--- src/rtl/cache_arbiter_control_pkg.sv ---
// Shared types for the L1/L2 cache arbiter control.
// Optional round-robin tie-break lives behind CACHE_ARB_ROUND_ROBIN_EN.
package cache_arbiter_control_pkg;

  typedef enum logic [1:0] {
    ARB_IDLE   = 2'd0,
    ARB_SETUP  = 2'd1,
    ARB_ACCESS = 2'd2,
    ARB_RESP   = 2'd3
  } arb_state_t;

  typedef enum logic {
    ARB_ICACHE = 1'b0,
    ARB_DCACHE = 1'b1
  } arb_owner_t;

  localparam logic [1:0] RSEL_NONE = 2'd0;
  localparam logic [1:0] RSEL_I    = 2'd1;
  localparam logic [1:0] RSEL_D    = 2'd2;

  typedef struct packed {
    arb_owner_t owner;
    logic       write;
  } arb_grant_t;

  function automatic logic [1:0] read_sel_of(input arb_grant_t g);
    if (g.write) return RSEL_NONE;
    return (g.owner == ARB_DCACHE) ? RSEL_D : RSEL_I;
  endfunction

endpackage

--- src/rtl/cache_arbiter_control_if.sv ---
// Request/command bundle between the L1 caches, the arbiter control and L2.
// master = arbiter control, slave = caches/datapath/L2 side.
interface cache_arbiter_control_if;
  logic       icache_read;
  logic       dcache_read;
  logic       dcache_write;
  logic       l2_resp;
  logic       cache_address_sel;
  logic [1:0] cache_read_sel;
  logic       cache_write_sel;
  logic       cache_resp_sel;
  logic       load_mar;
  logic       load_mdr_l1_to_l2;
  logic       load_mdr_l2_to_l1;
  logic       l2_read;
  logic       l2_write;
  logic       busy;

  modport master (
    input  icache_read, dcache_read, dcache_write, l2_resp,
    output cache_address_sel, cache_read_sel, cache_write_sel, cache_resp_sel,
           load_mar, load_mdr_l1_to_l2, load_mdr_l2_to_l1, l2_read, l2_write, busy
  );

  modport slave (
    output icache_read, dcache_read, dcache_write, l2_resp,
    input  cache_address_sel, cache_read_sel, cache_write_sel, cache_resp_sel,
           load_mar, load_mdr_l1_to_l2, load_mdr_l2_to_l1, l2_read, l2_write, busy
  );
endinterface

--- src/rtl/cache_arbiter_control_grant.sv ---
// arb_grant: combinational owner/op pick from the pending L1 requests.
// CACHE_ARB_ROUND_ROBIN_EN swaps the fixed tie-break for last-owner alternation.
module arb_grant
  import cache_arbiter_control_pkg::*;
`ifndef CACHE_ARB_ROUND_ROBIN_EN
  #(parameter bit DCACHE_FIRST = 1'b1)
`endif
(
  input  logic       icache_read,
  input  logic       dcache_read,
  input  logic       dcache_write,
`ifdef CACHE_ARB_ROUND_ROBIN_EN
  input  arb_owner_t last_owner,
`endif
  output arb_grant_t grant
);

  logic       d_req;
  arb_owner_t tie;

  always_comb begin
    d_req = dcache_read | dcache_write;
`ifdef CACHE_ARB_ROUND_ROBIN_EN
    tie = (last_owner == ARB_DCACHE) ? ARB_ICACHE : ARB_DCACHE;
`else
    tie = DCACHE_FIRST ? ARB_DCACHE : ARB_ICACHE;
`endif
    if (icache_read && d_req) grant.owner = tie;
    else if (d_req)           grant.owner = ARB_DCACHE;
    else                      grant.owner = ARB_ICACHE;
    // a pending writeback beats a dcache read so the victim leaves before the fill
    grant.write = (grant.owner == ARB_DCACHE) && dcache_write;
  end

endmodule

--- src/rtl/cache_arbiter_control.sv ---
// Sequences the shared L2 port: IDLE -> SETUP -> ACCESS (until l2_resp) -> RESP.
// Build with CACHE_ARB_ROUND_ROBIN_EN for alternating grants on contention.
module cache_arbiter_control
  import cache_arbiter_control_pkg::*;
#(
  parameter bit DCACHE_FIRST = 1'b1
) (
  input logic                     clk,
  input logic                     rst,
  cache_arbiter_control_if.master bus
);

  localparam logic [1:0] ST_IDLE   = ARB_IDLE;
  localparam logic [1:0] ST_SETUP  = ARB_SETUP;
  localparam logic [1:0] ST_ACCESS = ARB_ACCESS;
  localparam logic [1:0] ST_RESP   = ARB_RESP;

  logic [1:0] state;
  arb_grant_t cur;
  arb_grant_t pick;
  logic       any_req;

`ifdef CACHE_ARB_ROUND_ROBIN_EN
  arb_owner_t last_owner;

  arb_grant u_grant (
    .icache_read (bus.icache_read),
    .dcache_read (bus.dcache_read),
    .dcache_write(bus.dcache_write),
    .last_owner  (last_owner),
    .grant       (pick)
  );
`else
  arb_grant #(.DCACHE_FIRST(DCACHE_FIRST)) u_grant (
    .icache_read (bus.icache_read),
    .dcache_read (bus.dcache_read),
    .dcache_write(bus.dcache_write),
    .grant       (pick)
  );
`endif

  assign any_req = bus.icache_read | bus.dcache_read | bus.dcache_write;

  // owner/op are captured once in IDLE and frozen until the next IDLE
  always_ff @(posedge clk) begin
    if (rst) begin
      state      <= ST_IDLE;
      cur.owner  <= arb_owner_t'(DCACHE_FIRST);
      cur.write  <= 1'b0;
`ifdef CACHE_ARB_ROUND_ROBIN_EN
      last_owner <= DCACHE_FIRST ? ARB_ICACHE : ARB_DCACHE;
`endif
    end else begin
      case (state)
        ST_IDLE: if (any_req) begin
          state      <= ST_SETUP;
          cur        <= pick;
`ifdef CACHE_ARB_ROUND_ROBIN_EN
          last_owner <= pick.owner;
`endif
        end
        ST_SETUP:  state <= ST_ACCESS;
        ST_ACCESS: if (bus.l2_resp) state <= ST_RESP;
        default:   state <= ST_IDLE;
      endcase
    end
  end

  always_comb begin
    bus.cache_address_sel = 1'b0;
    bus.cache_read_sel    = RSEL_NONE;
    bus.cache_write_sel   = 1'b0;
    bus.cache_resp_sel    = 1'b0;
    bus.load_mar          = 1'b0;
    bus.load_mdr_l1_to_l2 = 1'b0;
    bus.load_mdr_l2_to_l1 = 1'b0;
    bus.l2_read           = 1'b0;
    bus.l2_write          = 1'b0;
    bus.busy              = 1'b0;
    // selects stay steady from SETUP through RESP so the registered resp routes correctly
    if (state != ST_IDLE) begin
      bus.cache_address_sel = cur.owner;
      bus.cache_read_sel    = read_sel_of(cur);
      bus.cache_write_sel   = cur.write;
      bus.cache_resp_sel    = cur.owner;
      bus.busy              = 1'b1;
    end
    case (state)
      ST_SETUP: begin
        bus.load_mar          = 1'b1;
        bus.load_mdr_l1_to_l2 = cur.write;
      end
      ST_ACCESS: begin
        bus.l2_read           = ~cur.write;
        bus.l2_write          = cur.write;
        bus.load_mdr_l2_to_l1 = ~cur.write;
      end
      default: ;
    endcase
  end

endmodule

--- src/flat_wrapper.sv ---
// flat-port wrapper written by rule: the top's interface ports become plain ports
module cache_arbiter_control_flat import cache_arbiter_control_pkg::*;
#(
  parameter bit DCACHE_FIRST = 1'b1
)
  (clk, rst, bus_icache_read, bus_dcache_read, bus_dcache_write, bus_l2_resp, bus_cache_address_sel, bus_cache_read_sel, bus_cache_write_sel, bus_cache_resp_sel, bus_load_mar, bus_load_mdr_l1_to_l2, bus_load_mdr_l2_to_l1, bus_l2_read, bus_l2_write, bus_busy);
  cache_arbiter_control_if bus_i ();
  input logic clk;
  input logic rst;
  input wire logic [$bits(bus_i.icache_read)-1:0] bus_icache_read;
  input wire logic [$bits(bus_i.dcache_read)-1:0] bus_dcache_read;
  input wire logic [$bits(bus_i.dcache_write)-1:0] bus_dcache_write;
  input wire logic [$bits(bus_i.l2_resp)-1:0] bus_l2_resp;
  output wire logic [$bits(bus_i.cache_address_sel)-1:0] bus_cache_address_sel;
  output wire logic [$bits(bus_i.cache_read_sel)-1:0] bus_cache_read_sel;
  output wire logic [$bits(bus_i.cache_write_sel)-1:0] bus_cache_write_sel;
  output wire logic [$bits(bus_i.cache_resp_sel)-1:0] bus_cache_resp_sel;
  output wire logic [$bits(bus_i.load_mar)-1:0] bus_load_mar;
  output wire logic [$bits(bus_i.load_mdr_l1_to_l2)-1:0] bus_load_mdr_l1_to_l2;
  output wire logic [$bits(bus_i.load_mdr_l2_to_l1)-1:0] bus_load_mdr_l2_to_l1;
  output wire logic [$bits(bus_i.l2_read)-1:0] bus_l2_read;
  output wire logic [$bits(bus_i.l2_write)-1:0] bus_l2_write;
  output wire logic [$bits(bus_i.busy)-1:0] bus_busy;
  assign bus_i.icache_read = bus_icache_read;
  assign bus_i.dcache_read = bus_dcache_read;
  assign bus_i.dcache_write = bus_dcache_write;
  assign bus_i.l2_resp = bus_l2_resp;
  assign bus_cache_address_sel = bus_i.cache_address_sel;
  assign bus_cache_read_sel = bus_i.cache_read_sel;
  assign bus_cache_write_sel = bus_i.cache_write_sel;
  assign bus_cache_resp_sel = bus_i.cache_resp_sel;
  assign bus_load_mar = bus_i.load_mar;
  assign bus_load_mdr_l1_to_l2 = bus_i.load_mdr_l1_to_l2;
  assign bus_load_mdr_l2_to_l1 = bus_i.load_mdr_l2_to_l1;
  assign bus_l2_read = bus_i.l2_read;
  assign bus_l2_write = bus_i.l2_write;
  assign bus_busy = bus_i.busy;
  cache_arbiter_control #(.DCACHE_FIRST(DCACHE_FIRST)) u_core (.clk(clk), .rst(rst), .bus(bus_i));
endmodule
--- config.mk ---
export PLATFORM = sky130hd
export DESIGN_NAME = cache_arbiter_control_flat
export DESIGN_NICKNAME = d
export VERILOG_FILES = /design/src/rtl/cache_arbiter_control_pkg.sv /design/src/rtl/cache_arbiter_control_if.sv /design/src/rtl/cache_arbiter_control_grant.sv /design/src/rtl/cache_arbiter_control.sv /design/src/flat_wrapper.sv
export SDC_FILE = /design/constraint.sdc
export NUM_CORES = 1
export LEC_CHECK = 0
export CAP_MARGIN = 40
export CORE_AREA = 2 2 39 41
export CTS_BUF_LIST = sky130_fd_sc_hd__clkbuf_4
export DETAILED_ROUTE_END_ITERATION = 8
export DIE_AREA = 0 0 41 43
export GPL_ROUTABILITY_DRIVEN = 0
export SLEW_MARGIN = 0
export SYNTH_ARGS = -nofsm -noshare
export SYNTH_HDL_FRONTEND = slang
export SYNTH_SLANG_ARGS = --single-unit
--- constraint.sdc ---
create_clock -name clk -period 2.5 [get_ports clk]
set_input_delay 0.25 -clock clk [delete_from_list [all_inputs] [get_ports clk]]
set_output_delay 0.25 -clock clk [all_outputs]
set_load 0.03 [all_outputs]
==> results.md, run 1 <==
- Crit start category: register
- Final Util: 35.4%
- Final clock skew: 0.000423 ns
- Max-slew violations: 0
- First-pass GRT wire length: 1080 microns
- Core Area: 1380 sq um
- Post-CTS Resized: 0
- Post-route antenna net violation count: 0
- Leakage: 0.197 nW
- Post-route setup TNS: 0 ns
- Synthesized cell area: 307 sq um
- CP endpoint kind: output pin
- WHS: 0.493 ns
- Die ar.: 1760 sq um
- Reg2Reg Setup Slack: 0.83 ns
- Rel. slew slack: 63.1%
- Die W: 41 microns
- Final wirelength: 657 microns
- Critical R2R Launch: u_core.state[1]
- Commonest non-fill, non-tap cell in the layout: clkdlybuf4s50_1
- Initial DRT Pass Iterations: 3
- Worst setup startpoint: u_core.state[0]
- Min-Delay Startpoint: u_core.cur[1]
- 1st-iter DRT viols: 2
- Clock-pin slew on the worst setup and hold paths: 0.04 ns
- Worst path required time: 2.25 ns
- Port Buffer Count: 16
- Hold Fails Final Rpt: 0
- Worst skew pair latency: 0.23 ns
- Via density: 4.36
- Most frequent cells in the layout: clkdlybuf4s50_1 (16), ha_1 (4), dfxtp_1 (4)
- Fin area: 489 sq um
- Post-DP HPWL: 504 microns
- Reg2Reg Depth: 5
- Layout Area Growth over Synthesis: 59.6%
- Postcts setup bufs: 0
- Antenna violations before repair: 0
- Yosys top cell by area: dfxtp_1
- Logic gate share of total power: 69.9%
- CTS tree: built
- Die Y: 43 microns
- Cell variety after synth: 20
- Switching share of total power: 47.1%
- Worst slew pin tran: 0.545 ns
- PwrDens: 1270 nW/um^2
- GRT overflow: 0
- Worst min path class: register to register
- Drt wl/cell: 9.52 microns
- Hold-fix buffers, CTS: 0
- Yosys top cell area share: 26.1%
- Max FO, Critical Path: 11
- Hold Path Sink: u_core.cur[1]
- GRT Resource Usage Total: 9.72%
- CP arrival: 1.89 ns
- Share of cells above drive strength 1: 7.55%
- Syn Nets: 47
- Clock H-tree levels: 1
- Ant diodes: 0
- DRC: 0
- Total CTS buffers: 3
- Synth top area cells: dfxtp_1 (26%), ha_1 (16%), nor2b_1 (6.1%), o21ai_0 (4.9%), buf_4 (4.9%)
- Max capacitance violation total: 0
- Clock share of power: 12.8%
- Fin crit period: 2.14 ns
- Syn avg cell area: 8.28 sq um
- Synth Warn #: 0
- F_max: 467 MHz
- Final setup violation count: 0
- Max VDD drop: 0.397 mV
- IO Pins: 17
- Yosys reg bits: 4
- Initial Util: 22.2%
- Reg power frac: 17.3%
- Status: finished clean
- Vias in the first global route: 275
- Area of placed instances: 467 sq um
- Sw power: 0.000292 W
- Worst reg2reg endpoint: u_core.state[1]
- Final nets: 65
- Number of clock sinks: 4
- Cells after Synth: 37
- RSZ-0062 raised after global routing: false
- Rows: 14
- Int Pwr: 0.000328 W
- Clock buffer depth: 2
- Period utilisation layout: 85.7%
- Seq/Total Area, Yosys: 26.1%
- Vias post-DR: 301
- Cell count of the worst hold path: 2
- Critical path class: register to output pin
- Root buffer cell: clkbuf_4
- Largest net degree at the start of global routing: 12
[through the flow]
step | total power [W] | cells | setup slack, ns
after floorplan | 0.000407 | 37 | 0.746
after CTS | 0.000626 | 69 | 0.355
final | 0.000620 | 69 | 0.358
after global routing | 0.000673 | 69 | 0.266
after global placement | 0.000543 | 66 | 0.641
after detailed placement | 0.000542 | 66 | 0.616
[final cells by class]
cell class              instances  area, sq um
fillers                       143          895
clock buffers                   3         22.5
multi-input cells              27          195
well taps                      16         20.0
flip-flops and latches          4         80.1
inverters                       3         11.3
repair buffers                 16          160
[metal layers]
metal	share of wire [%]	track usage, %
met5	0	0
met4	5.5	10.0
met3	12	5.76
met2	37	12.2
met1	46	10.2
[power by group through the flow]
stage | Clock [W] | Combinational (W) | Sequential, W
2_1_floorplan | 0 | 0.000305 | 0.000102
3_3_place_gp | 0 | 0.000436 | 0.000107
3_5_place_dp | 0 | 0.000434 | 0.000108
4_1_cts | 0.0000824 | 0.000436 | 0.000107
5_1_grt | 0.0000861 | 0.000476 | 0.000111
6_report | 0.0000791 | 0.000433 | 0.000107
[worst max-delay path, cell delays in order, from the launching register on]
cell and delay (ns):
dfxtp_1 0.36, inv_1 0.07, ha_1 0.31, nor3b_1 0.21, clkdlybuf4s50_1 0.70
[synth_stat cells]
cell type,count
dfxtp_1,4
ha_1,4
inv_1,3
nor2_1,3
nor2b_1,3
o21ai_0,3
and2_1,2
buf_4,2
nand2_1,2
a21oi_1,1
a22oi_1,1
buf_2,1
nand3b_1,1
nor2b_4,1
nor3_1,1
nor3b_1,1
nor4b_1,1
o31ai_1,1
or4_1,1
or4b_1,1
[registers in the layout, indices dropped and copies added (netlist names)]
name / cells
u_core.cur: 2
u_core.state: 2
[worst max-delay path by stage]
stage	endpoint	slack (ns)	depth (start not counted)
finish	bus_cache_read_sel[1]	0.36	4
global route	bus_cache_address_sel	0.27	4
CTS	bus_cache_read_sel[1]	0.35	4
detailed placement	bus_cache_read_sel[1]	0.62	4
global placement	bus_cache_read_sel[1]	0.64	4
floorplan	bus_cache_resp_sel	0.75	5
[kinds of logic (layout without fill, tap and decap cells)]
logic type      count (synthesis)  in the layout  share of synthesized area [%]
simple gates                   17             17                           35.9
fa+ha+maj                       4              4                           16.3
buf+inv                         6             22                           10.2
compound gates                  6              6                           11.4
flops                           4              4                           26.1
Note: power is estimated with default switching activity, not from simulation.
==> run 2, diff against run 1 <==
==> constraint.sdc (replaced) <==
create_clock -name clk -period 2.78 [get_ports clk]
set_input_delay 0.278 -clock clk [delete_from_list [all_inputs] [get_ports clk]]
set_output_delay 0.278 -clock clk [all_outputs]
set_load 0.03 [all_outputs]
==> results of run 2 <==
Same layout as run 1 (identical final DEF). Status: finished clean.
Main changes from that run: setup slack after placement 0.616 ns -> 0.868 ns; setup slack after layout 0.358 ns -> 0.610 ns; register-to-register setup slack 0.83 ns -> 1.11 ns; total power 0.000620 W -> 0.000557 W; worst IR drop on VDD 0.397 mV -> 0.357 mV
==> run 3, diff against run 2 <==
==> constraint.sdc (replaced) <==
create_clock -name clk -period 1.9 [get_ports clk]
set_input_delay 0.19 -clock clk [delete_from_list [all_inputs] [get_ports clk]]
set_output_delay 0.19 -clock clk [all_outputs]
set_load 0.03 [all_outputs]
==> run 3 against run 2 <==
  * Clock-buffer cell count is the same
  * Non-clock buffer count grew 1
  * Clock skew is essentially flat
  * Largest power group unchanged
  * Clock power grew 45%
  * Critical endpoint is now bus_load_mdr_l1_to_l2
  * Highest routed layer unchanged
  * Via count grew 1.3%
  * Final area is the same
  * Sequential power grew 46%
  * Cell count grew 1.4%
  * Critical path depth is the same
  * Combinational power grew 34%
  * Power grew 37%
  * Core utilization is the same
==> results.md, run 3 (synthesis results as in run 1) <==
- Post-CTS Resized: 8 (+8)
- Die Y: 43 microns (unchanged)
- Worst skew pair latency: 0.23 ns (about the same)
- Postcts setup bufs: 0 (unchanged)
- Drt wl/cell: 9.81 microns (+3.1%)
- Reg2Reg Setup Slack: 0.15 ns
- Final setup violation count: 0 (unchanged)
- Max-slew violations: 0 (unchanged)
- RSZ-0062 raised after global routing: false
- Clock-pin slew on the worst setup and hold paths: 0.04 ns (about the same)
- Largest registers: u_core.cur (2), u_core.state (2)
- Fin crit period: 1.79 ns
- Hold-fix buffers, CTS: 0 (unchanged)
- Final wirelength: 687 microns (+4.6%)
- Vias in the first global route: 303 (+10%)
- Core Area: 1380 sq um (unchanged)
- Ant diodes: 0 (unchanged)
- Rel. slew slack: 78.5% (+15 points)
- DRC: 0 (unchanged)
- Worst slew pin tran: 0.322 ns (-0.224 ns)
- Port Buffer Count: 16 (unchanged)
- Total power: 0.000765 W
- Worst setup path endpoint: bus_load_mdr_l1_to_l2
- Final nets: 66 (+1.5%)
- CP arrival: 1.60 ns (-0.29 ns)
- Rows: 14 (unchanged)
- Largest net degree at the start of global routing: 12 (unchanged)
- Initial Util: 22.2% (unchanged)
- Clock buffer depth: 2 (unchanged)
- Reg2Reg Depth: 6 (+1)
- Max capacitance violation total: 0 (unchanged)
- Antenna violations before repair: 0 (unchanged)
- Die W: 41 microns (unchanged)
- CTS tree: built
- Post-route antenna net violation count: 0 (unchanged)
- PwrDens: 1560 nW/um^2
- 1st-iter DRT viols: 1 (-1)
- Final clock skew: 0.000590 ns (+0.000168 ns)
- Die ar.: 1760 sq um (unchanged)
- Total CTS buffers: 3 (unchanged)
- Clock H-tree levels: 1 (unchanged)
- Crit start category: register
- Critical path class: register to output pin
- Leakage: 0.248 nW (+26%)
- Post-route setup TNS: 0 ns (unchanged)
- Commonest non-fill, non-tap cell in the layout: dlygate4sd2_1
- WHS: 0.498 ns (+0.00514 ns)
- First-pass GRT wire length: 1190 microns (+10%)
- Share of cells above drive strength 1: 9.26% (+1.7 points)
- Vias post-DR: 305 (+1.3%)
- Worst path required time: 1.71 ns
- Worst reg2reg endpoint: u_core.state[0]
- Layout Area Growth over Synthesis: 59.6% (unchanged)
- Root buffer cell: clkbuf_4
- Max VDD drop: 0.460 mV
- Via density: 4.36 (-0.12%)
- Area of placed instances: 474 sq um (+1.6%)
- Fin area: 489 sq um (unchanged)
- Initial DRT Pass Iterations: 2 (-1)
- GRT overflow: 0 (unchanged)
- Status: finished clean
- Worst setup startpoint: u_core.state[1]
- CP endpoint kind: output pin
- F_max: 559 MHz
- Worst min path class: register to register
- IO Pins: 17 (unchanged)
- Hold Fails Final Rpt: 0 (unchanged)
- Critical R2R Launch: u_core.state[0]
- Max FO, Critical Path: 3 (-8)
- Number of clock sinks: 4 (unchanged)
- GRT Resource Usage Total: 10.3% (+0.60 points)
- Most frequent cells in the layout: dlygate4sd2_1 (8), clkdlybuf4s50_1 (7), ha_1 (4), dfxtp_1 (4)
- Period utilisation layout: 94.2%
run 3: cell types whose count changed in the layout (fill, tap and decap cells not counted):
cell / delta
clkdlybuf4s50_1: -9
dlymetal6s2s_1: +1
dlygate4sd2_1: +8
buf_4: +1
run 3: worst min path at each step:
stage                       to  slack (ns)  cells past startpoint          start
2_1_floorplan  u_core.state[0]        0.26                      1            rst
3_3_place_gp     u_core.cur[1]        0.49                      2  u_core.cur[1]
3_5_place_dp     u_core.cur[1]        0.49                      2  u_core.cur[1]
4_1_cts          u_core.cur[1]        0.50                      2  u_core.cur[1]
5_1_grt          u_core.cur[1]        0.52                      2  u_core.cur[1]
6_report         u_core.cur[1]        0.50                      2  u_core.cur[1]
run 3: metrics by stage:
step / worst slack [ns] / std cells / util (%)
after floorplan: 0.206 / 37 / -
after global placement: 0.0989 / 67 / 34.3
after detailed placement: 0.0752 / 67 / 34.3
after CTS: 0.0375 / 70 / 35.2
after global routing: 0.00764 / 70 / 35.4
final: 0.111 / 70 / 35.4
run 3: area by class of cell:
class,count,area [sq um]
clock buffer,3,22.5
fill,156,895
inverter,3,11.3
multi-input combinational,27,195
sequential,4,80.1
tap,16,20.0
timing repair buffer,17,160
run 3: critical path, cell delays in order (launching register included):
cell and delay [ns]:
dfxtp_1 0.32, inv_1 0.11, ha_1 0.17, and2_1 0.12, clkdlybuf4s50_1 0.66
run 3: where the power goes:
part,internal (W),switching [W]
combinational,0.000199,0.000322
clock,0.0000705,0.0000324
sequential,0.000113,0.0000284
total,0.000383,0.000382
run 3: layer usage:
layer | up-vias | track usage (%) | routed length (microns)
met1 | 130 | 10.9 | 291
met5 | - | 0 | 0
met4 | 0 | 8.00 | 7
met2 | 15 | 15.0 | 313
met3 | 2 | 4.71 | 74
li1 | 158 | - | -
